<file path="src/rtl/sap_display_pkg.sv">
// Shared definitions for the SAP-U output display stage: FSM encoding,
// seven-segment patterns, scan digit positions and a BCD-to-segment helper.
package sap_display_pkg;

    typedef enum logic [1:0] {
        ST_IDLE   = 2'd0,
        ST_SHIFT  = 2'd1,
        ST_COMMIT = 2'd2
    } state_e;

    // Segment order is {g,f,e,d,c,b,a}, active-high.
    localparam logic [6:0] SEG_0     = 7'b0111111;
    localparam logic [6:0] SEG_1     = 7'b0000110;
    localparam logic [6:0] SEG_2     = 7'b1011011;
    localparam logic [6:0] SEG_3     = 7'b1001111;
    localparam logic [6:0] SEG_4     = 7'b1100110;
    localparam logic [6:0] SEG_5     = 7'b1101101;
    localparam logic [6:0] SEG_6     = 7'b1111101;
    localparam logic [6:0] SEG_7     = 7'b0000111;
    localparam logic [6:0] SEG_8     = 7'b1111111;
    localparam logic [6:0] SEG_9     = 7'b1101111;
    localparam logic [6:0] SEG_MINUS = 7'b1000000;
    localparam logic [6:0] SEG_BLANK = 7'b0000000;

    localparam logic [1:0] DIG_ONES = 2'd0;
    localparam logic [1:0] DIG_TENS = 2'd1;
    localparam logic [1:0] DIG_HUND = 2'd2;
    localparam logic [1:0] DIG_SIGN = 2'd3;

    localparam int BCD_DIGITS = 3;

    function automatic logic [6:0] seg_of_bcd(input logic [3:0] d);
        logic [6:0] s;
        case (d)
            4'd0:    s = SEG_0;
            4'd1:    s = SEG_1;
            4'd2:    s = SEG_2;
            4'd3:    s = SEG_3;
            4'd4:    s = SEG_4;
            4'd5:    s = SEG_5;
            4'd6:    s = SEG_6;
            4'd7:    s = SEG_7;
            4'd8:    s = SEG_8;
            4'd9:    s = SEG_9;
            default: s = SEG_BLANK;
        endcase
        return s;
    endfunction

endpackage

</file>
<file path="src/rtl/seven_seg_decoder.sv">
// Combinational BCD digit to seven-segment decoder with a blanking input.
module seven_seg_decoder
    import sap_display_pkg::*;
(
    input  logic [3:0] digit,
    input  logic       blank,
    output logic [6:0] seg
);

    // Blanked digits drive all segments off.
    always_comb begin
        seg = SEG_BLANK;
        if (blank) begin
            seg = SEG_BLANK;
        end else begin
            seg = seg_of_bcd(digit);
        end
    end

endmodule

</file>
<file path="src/rtl/sap_output_display.sv">
// SAP-U output register: captures a bus byte, converts it to decimal with a
// sequential double-dabble and scans it onto a 4-digit seven-segment display.
module sap_output_display
    import sap_display_pkg::*;
#(
    parameter int DATA_W      = 8,
    parameter int REFRESH_DIV = 16
)
(
    input  logic              clk,
    input  logic              rst,
    input  logic [DATA_W-1:0] bus_in,
    input  logic              out_load,
    input  logic              signed_mode,
    output logic [DATA_W-1:0] value,
    output logic              busy,
    output logic [6:0]        seg,
    output logic [3:0]        an
);

    localparam int BCD_W = 4 * BCD_DIGITS;
    localparam int SR_W  = BCD_W + DATA_W;
    localparam int BIT_W = $clog2(DATA_W + 1);
    localparam int CNT_W = $clog2(REFRESH_DIV);
    localparam logic [BIT_W-1:0] BIT_LAST = BIT_W'(DATA_W - 1);
    localparam logic [CNT_W-1:0] CNT_LAST = CNT_W'(REFRESH_DIV - 1);

    state_e             state_r;
    state_e             state_s;
    logic [DATA_W-1:0]  value_r;
    logic               neg_r;
    logic [SR_W-1:0]    sr_r;
    logic [SR_W-1:0]    sr_step_s;
    logic [BIT_W-1:0]   bit_cnt_r;
    logic [DATA_W-1:0]  mag_s;
    logic               busy_r;

    logic [3:0]         disp_ones_r;
    logic [3:0]         disp_tens_r;
    logic [3:0]         disp_hund_r;
    logic               disp_neg_r;
    logic               hund_blank_s;
    logic               tens_blank_s;

    logic [CNT_W-1:0]   cnt_r;
    logic [1:0]         idx_r;
    logic [1:0]         idx_s;
    logic [3:0]         dec_digit_s;
    logic               dec_blank_s;
    logic [6:0]         dec_seg_s;
    logic [6:0]         seg_s;
    logic [3:0]         an_s;
    logic [6:0]         seg_r;
    logic [3:0]         an_r;

    // FSM state register.
    always_ff @(posedge clk) begin
        if (rst) begin
            state_r <= ST_IDLE;
        end else begin
            state_r <= state_s;
        end
    end

    // FSM next-state logic.
    always_comb begin
        state_s = state_r;
        case (state_r)
            ST_IDLE: begin
                if (out_load) begin
                    state_s = ST_SHIFT;
                end else begin
                    state_s = ST_IDLE;
                end
            end
            ST_SHIFT: begin
                if (bit_cnt_r == BIT_LAST) begin
                    state_s = ST_COMMIT;
                end else begin
                    state_s = ST_SHIFT;
                end
            end
            ST_COMMIT: state_s = ST_IDLE;
            default:   state_s = ST_IDLE;
        endcase
    end

    // Magnitude of the incoming byte; only negative in signed mode is negated.
    always_comb begin
        mag_s = bus_in;
        if (signed_mode && bus_in[DATA_W-1]) begin
            mag_s = ~bus_in + DATA_W'(1);
        end else begin
            mag_s = bus_in;
        end
    end

    // One double-dabble iteration: add 3 to BCD nibbles >= 5, then shift left.
    always_comb begin
        logic [SR_W-1:0] adj;
        adj = sr_r;
        for (int i = 0; i < BCD_DIGITS; i++) begin
            if (adj[DATA_W + 4*i +: 4] >= 4'd5) begin
                adj[DATA_W + 4*i +: 4] = adj[DATA_W + 4*i +: 4] + 4'd3;
            end else begin
                adj[DATA_W + 4*i +: 4] = adj[DATA_W + 4*i +: 4];
            end
        end
        sr_step_s = {adj[SR_W-2:0], 1'b0};
    end

    // Capture, conversion datapath and display registers.
    always_ff @(posedge clk) begin
        if (rst) begin
            value_r     <= '0;
            neg_r       <= 1'b0;
            sr_r        <= '0;
            bit_cnt_r   <= '0;
            busy_r      <= 1'b0;
            disp_ones_r <= 4'd0;
            disp_tens_r <= 4'd0;
            disp_hund_r <= 4'd0;
            disp_neg_r  <= 1'b0;
        end else begin
            busy_r <= (state_s != ST_IDLE);
            case (state_r)
                ST_IDLE: begin
                    if (out_load) begin
                        value_r   <= bus_in;
                        neg_r     <= signed_mode & bus_in[DATA_W-1];
                        sr_r      <= {{BCD_W{1'b0}}, mag_s};
                        bit_cnt_r <= '0;
                    end
                end
                ST_SHIFT: begin
                    sr_r      <= sr_step_s;
                    bit_cnt_r <= bit_cnt_r + BIT_W'(1);
                end
                ST_COMMIT: begin
                    disp_ones_r <= sr_r[DATA_W     +: 4];
                    disp_tens_r <= sr_r[DATA_W + 4 +: 4];
                    disp_hund_r <= sr_r[DATA_W + 8 +: 4];
                    disp_neg_r  <= neg_r;
                end
                default: begin
                    sr_r <= sr_r;
                end
            endcase
        end
    end

    assign hund_blank_s = (disp_hund_r == 4'd0);
    assign tens_blank_s = hund_blank_s && (disp_tens_r == 4'd0);

    // Refresh counter and digit index.
    always_ff @(posedge clk) begin
        if (rst) begin
            cnt_r <= '0;
            idx_r <= DIG_ONES;
        end else begin
            if (cnt_r == CNT_LAST) begin
                cnt_r <= '0;
            end else begin
                cnt_r <= cnt_r + CNT_W'(1);
            end
            idx_r <= idx_s;
        end
    end

    // Outputs are built from the upcoming index so each digit is lit for
    // exactly REFRESH_DIV cycles, starting right at reset.
    always_comb begin
        idx_s       = idx_r;
        dec_digit_s = disp_ones_r;
        dec_blank_s = 1'b0;
        an_s        = 4'b0001;
        seg_s       = dec_seg_s;
        if (cnt_r == CNT_LAST) begin
            idx_s = idx_r + 2'd1;
        end else begin
            idx_s = idx_r;
        end
        case (idx_s)
            DIG_ONES: begin
                dec_digit_s = disp_ones_r;
                dec_blank_s = 1'b0;
                an_s        = 4'b0001;
            end
            DIG_TENS: begin
                dec_digit_s = disp_tens_r;
                dec_blank_s = tens_blank_s;
                an_s        = 4'b0010;
            end
            DIG_HUND: begin
                dec_digit_s = disp_hund_r;
                dec_blank_s = hund_blank_s;
                an_s        = 4'b0100;
            end
            DIG_SIGN: begin
                dec_digit_s = 4'd0;
                dec_blank_s = 1'b1;
                an_s        = 4'b1000;
            end
            default: begin
                dec_digit_s = disp_ones_r;
                dec_blank_s = 1'b0;
                an_s        = 4'b0001;
            end
        endcase
        if (idx_s == DIG_SIGN) begin
            seg_s = disp_neg_r ? SEG_MINUS : SEG_BLANK;
        end else begin
            seg_s = dec_seg_s;
        end
    end

    seven_seg_decoder u_dec (
        .digit (dec_digit_s),
        .blank (dec_blank_s),
        .seg   (dec_seg_s)
    );

    // Registered display drive.
    always_ff @(posedge clk) begin
        if (rst) begin
            an_r  <= 4'b0001;
            seg_r <= SEG_0;
        end else begin
            an_r  <= an_s;
            seg_r <= seg_s;
        end
    end

    assign value = value_r;
    assign busy  = busy_r;
    assign seg   = seg_r;
    assign an    = an_r;

endmodule

</file>
<file path="config.mk">
export PLATFORM = sky130hd
export DESIGN_NAME = sap_output_display
export DESIGN_NICKNAME = d
export VERILOG_FILES = /design/src/rtl/sap_display_pkg.sv /design/src/rtl/seven_seg_decoder.sv /design/src/rtl/sap_output_display.sv
export SDC_FILE = /design/constraint.sdc
export NUM_CORES = 1
export LEC_CHECK = 0
export ABC_CLOCK_PERIOD_IN_PS = 5400
export BUFFER_PORTS_ARGS = -buffer_cell sky130_fd_sc_hd__buf_2
export CORE_AREA = 2 2 88 90
export DETAILED_ROUTE_END_ITERATION = 10
export DIE_AREA = 0 0 90 92
export PLACE_DENSITY = 0.69
export SLEW_MARGIN = 30
export SYNTH_ARGS = -nofsm -noshare
export SYNTH_HDL_FRONTEND = slang
export SYNTH_SLANG_ARGS = --single-unit
</file>
<file path="constraint.sdc">
create_clock -name clk -period 5.4 [get_ports clk]
set_input_delay 1.08 -clock clk [delete_from_list [all_inputs] [get_ports clk]]
set_output_delay 1.08 -clock clk [all_outputs]
set_load 0.02 [all_outputs]
</file>
# Yosys cells after proc, flatten, opt, wreduce, memory -nomap -nowiden
# Memory sizes are Yosys's and may differ from the RTL's.
# Cells that the tools add are included.
# W data, S select, Z words.
# word_totals
out_inout_bits,20
mem_count,1
elab_cells,64
in_bits,12
romBits,112
reg_bits,66
# op_classes
order_cmp,3
n_reduce_logical,11
n_addsub,7
bitwise_logic,2
n_mux,18
n_eq_ne,8
# memory_table
name,words,word_bits,rd,rd_ports_with_merged_regs,wr,line,text
(no name shown),16,7,1,0,0,sap_display_pkg.sv:34,case (d)
# ops
operator,count
$pmux W20 S2,1
$pmux W4 S4,2
$mux W7,3
$mux W20,1
$ge A4 B3 Y1 const B,3
$mux W4,3
$add A4 B1 Y4 const B,2
$add A4 B2 Y4 const B,2
$add A8 B1 Y8 const B,1
$logic_not A4 Y1,2
$mux W8,1
$not A8 Y8,1
$pmux W4 S2,1
$eq A2 B2 Y1 const B,3
$eq A2 B1 Y1 const B,2
$eq A4 B3 Y1 const B,1
$eq A4 B4 Y1 const B,1
$logic_not A2 Y1,2
$mux W2,2
$pmux W1 S4,1
$pmux W2 S2,1
$reduce_and A2 Y1,2
$reduce_bool A2 Y1,2
$add A3 B2 Y3 const B,1
7 further kinds,8

# Longest topological paths before layout
# An unclocked memory read counts as a cell.
# logic_depth
depth_word,7
mapped_depth,11
ltp_nobuf,10

# By module
# A second synthesis with hierarchy kept.
# unflattened
hier_cells,363
area_unflattened_um2,3075.4
# by_module_without_submodules
module,seq_area_each_um2,area_each_um2,n_inst,cells_each
sap_output_display,1321.3,2845.2,1,332
seven_seg_decoder,0.0,230.2,1,31

# Least setup slack after synthesis
# Ideal clock, no wire load.
# synth_path
kind,reg-to-reg
startpoint,register cnt_r[0]
endpoint,"register seg_r[1], in the netlist seg[1]"
path_slack_ps,3044
setup_time_ps,122
stages_incl_launch_ff,10
arrival_ps,2233
n_path_buf,1
path_cell_list,dfxtp_1 ha_1 and3_1 buf_4 xnor2_2 a22oi_1 o221a_2 ha_1 nor3b_1 a311o_1
# synth_via
elab_chain_cells,7
word_cells_on_any_way,11
cone_classes,eq/ne: 4; mux: 5; reduce/logical: 1; memory: 1
# synth_lines
item,line,text
"start, declared",sap_output_display.sv:45,logic [CNT_W-1:0] cnt_r;
"start signal, assigned",sap_output_display.sv:164,cnt_r <= cnt_r + CNT_W'(1);
$eq A4 B4 Y1 *,sap_output_display.sv:178,if (cnt_r == CNT_LAST) begin
$mux W2 *,sap_output_display.sv:178,
$eq A2 B2 Y1 (tied with other cells),"sap_output_display.sv:183, sap_output_display.sv:210",
$pmux W4 S4,sap_output_display.sv:183,case (idx_s)
$mem_v2 Z16 W7,--,
$mux W7,seven_seg_decoder.sv:13,if (blank) begin
$mux W7 *,sap_output_display.sv:210,if (idx_s == DIG_SIGN) begin
"end signal, assigned",sap_output_display.sv:230,seg_r <= seg_s;
"end, declared",sap_output_display.sv:53,logic [6:0] seg_r;
# Mark *: on every way between the ends. The rest lies on a longest branch, timed or not.
# A chain may end at the register's enable or synchronous reset.

# Worst setup path in the final report
# Ends and elaborated chain as after synthesis.

==> key figures <==
Timing
  • Setup-failing EPs final: 0
  • Fin crit share: 47.3%
  • Worst clock skew: 0.00660 ns
  • Least-Margin Pin Slew: 0.731 ns
  • Fmax: 0.391 GHz
  • Final Hold Vio Count: 0
  • RSZ-0062 raised after global routing: no
  • Slew HR: 51.1%
  • Final period demand of the worst path: 2.56 ns
  • Slew Limit Fails: 0
  • Setup_tns: 0 ns

Place
  • Post-DP HPWL: 4.34 mm
  • Gpl congestion: 0.807
  • I/O Buffers: 31

Critical path
  • Worst-path maximum fanout: 5
  • Flop2flop setup slack: 2.84 ns
  • Launch point of the worst path: cnt_r[0]
  • Cells on worst reg2reg path: 8
  • CP Data Required Time: 5.63 ns
  • Arrival time worst endpoint: 2.79 ns
  • Crit path kind: flip-flop to flip-flop
  • Startpoint Class: flip-flop
  • Critical path capture point type: flip-flop
  • R2r endpoint: seg[1]
  • Reg-to-reg startpoint: cnt_r[0]

CTS
  • Worst skew pair latency: 0.34 ns
  • Clk sinks: 66
  • Bufs on Longest Clock Path: 2
  • H-Tree Depth: 3
  • Clock Pin Slew Worst Setup and Hold Paths: 0.07 ns
  • CTS resizes: 0
  • CTS Buf Count: 9
  • CTS root buffer: clkbuf_8
  • Post-CTS Setup Bufs: 0
  • Hold buffer count at cts: 0
  • CTS tree: built

Logic synthesis
  • Syn_nets: 388
  • Post-synthesis sequential area ratio: 43.5%
  • Post-synthesis register bit count: 66
  • Synth Area per Inst: 8.39 µm²
  • Yosys warns: 0
  • Post-synthesis cell count: 362
  • Post-synthesis async set-or-reset flop share: 0%
  • Netlist cell types: 51
  • Post-synth EDFFs: 0
  • Post-synth top flop: dfxtp_1
  • Mapped cell area: 3040 µm²

Route
  • DR vias/cell: 5.26
  • 1st-pass router iterations: 6
  • DRT iter0 DRCs: 187
  • DRT Wirelength: 6.41 mm
  • Vias: 2592
  • Drt drc: 0
  • Drt wl/cell: 13.0 µm
  • DRT antenna net count: 0

Pwr
  • Lkg Pwr: 1.33 nW
  • VDD IR max: 0.000158 V
  • P per Cell Area: 277 nW/µm²
  • PnR Total Power: 0.951 mW

Global route
  • Largest net degree at the start of global routing: 62
  • Initial antenna violation count: 0
  • Vias in the first global route: 2456
  • GRT Util Overall: 16.2%
  • First-pass GRT wire length: 11.1 mm
  • GR Overflow Total: 0

Cells and area
  • Utilization after layout: 46.1%
  • Fillers: 738
  • Area of the multi-input gates: 1560 µm²
  • Seq. cell area: 1320 µm²
  • Leading cell type in the layout, fill and taps excluded: dfxtp_1
  • Inserted Diodes: 0
  • Layout cells sized above 1: 15.3%
  • Most frequent cells in the layout: dfxtp_1 (66), nand2_1 (57), a21oi_1 (37)
  • Synth-to-layout area growth: 13.0%
  • Nets: 412

Floorplanning
  • Die Width: 90 µm
  • Core region area: 7450 µm²
  • I/O Pins: 32
  • Starting Density: 40.8%
  • DIE AREA: 8280 µm²
  • Core Rows: 32
  • DIE HEIGHT: 92 µm

Hold path
  • Min-delay worst type: flip-flop to flip-flop
  • Min-delay src: value[5]
  • Hold endpoint: value[5]
  • Hold path cells: 2

Job
  • Max Cap Viol: 0

Run status
  • Status: complete, no violations
cell usage after synthesis (2+ instances only):
library cell	count	area share (%)
a211o_1	3	0.87
nor3_1	14	2.3
nand2_1	57	7.0
xor2_1	6	1.7
ha_1	14	5.8
nor2_1	36	4.4
dfxtp_1	66	43
inv_1	17	2.1
and3_1	3	0.62
mux2i_1	2	0.66
xnor2_1	8	2.3
o21ai_1	4	0.66
o221a_2	2	0.74
buf_1	2	0.25
nand2b_1	6	1.2
a22oi_1	13	3.2
a21oi_1	37	6.1
nor2b_1	4	0.82
a222oi_1	6	2.0
clkbuf_1	15	1.9
o21ai_0	9	1.5
nand3_1	6	0.99
a31oi_1	4	0.82
stage by stage:
| stage | std cells | instance area, µm² | hold WS, ns | setup slack (ns) |
|---|---|---|---|---|
| floorplan | 362 | 3040 | 0.432 | 3.04 |
| global placement | 477 | 3250 | 0.442 | 2.87 |
| detailed placement | 477 | 3250 | 0.449 | 2.84 |
| CTS | 493 | 3430 | 0.458 | 2.83 |
| global route | 493 | 3430 | 0.478 | 2.61 |
| finish | 493 | 3430 | 0.459 | 2.84 |
logic make-up (layout without fill, tap and decap cells):
logic type / Yosys count / after routing / share of synthesized area (%)
simple gates: 133 / 133 / 19.2
compound gates: 92 / 92 / 20.5
flops: 66 / 66 / 43.5
buf+inv: 38 / 67 / 5.11
fa+ha+maj: 15 / 15 / 6.14
xor+xnor: 15 / 15 / 4.57
mux: 3 / 3 / 1.03
sequential cells by signal (all words and copies together), names as in the netlist, 2 cells and up:
register and count:
state_r 2, an 4, disp_tens_r 4, disp_hund_r 4, bit_cnt_r 4, cnt_r 4, disp_ones_r 4, value 8
sr_r 20, idx_r 2, seg 7
worst max-delay path, stage by stage, from the launching register on:
cell	delay (ns)
dfxtp_1	0.38
ha_1	0.26
and3_1	0.33
xnor2_2	0.20
a22oi_1	0.14
o221ai_1	0.37
ha_1	0.32
nor3b_1	0.14
a311o_1	0.31
final cells by class:
class | instances | share of cell area [%]
Inverter | 18 | 1.97
Sequential cell | 66 | 38.5
Tap cell | 102 | 3.72
Timing Repair Buffer | 33 | 5.03
Clock inverter | 5 | 0.838
Multi-Input combinational cell | 258 | 45.6
Clock buffer | 11 | 4.41
worst max-delay path by stage:
stage,depth (start not counted),to
2_1_floorplan,9,seg[1]
3_3_place_gp,5,seg[6]
3_5_place_dp,8,seg[1]
4_1_cts,8,seg[1]
5_1_grt,9,seg[3]
6_report,8,seg[1]
layer usage:
| metal | GRT usage (%) | share of wire, % | up-vias |
|---|---|---|---|
| li1 | - | - | 1309 |
| met1 | 20.8 | 47 | 1219 |
| met2 | 25.9 | 47 | 52 |
| met3 | 4.85 | 4.2 | 12 |
| met4 | 5.90 | 1.4 | 0 |
| met5 | 0 | 0 | - |
power breakdown:
part	leakage [nW]	total [mW]	internal, mW	switching (mW)
Sequential	0.536	0.507	0.499	0.00821
Combinational	0.700	0.0717	0.0244	0.0473
Clock	0.0988	0.373	0.189	0.184
(Power assumes the default switching activity.)
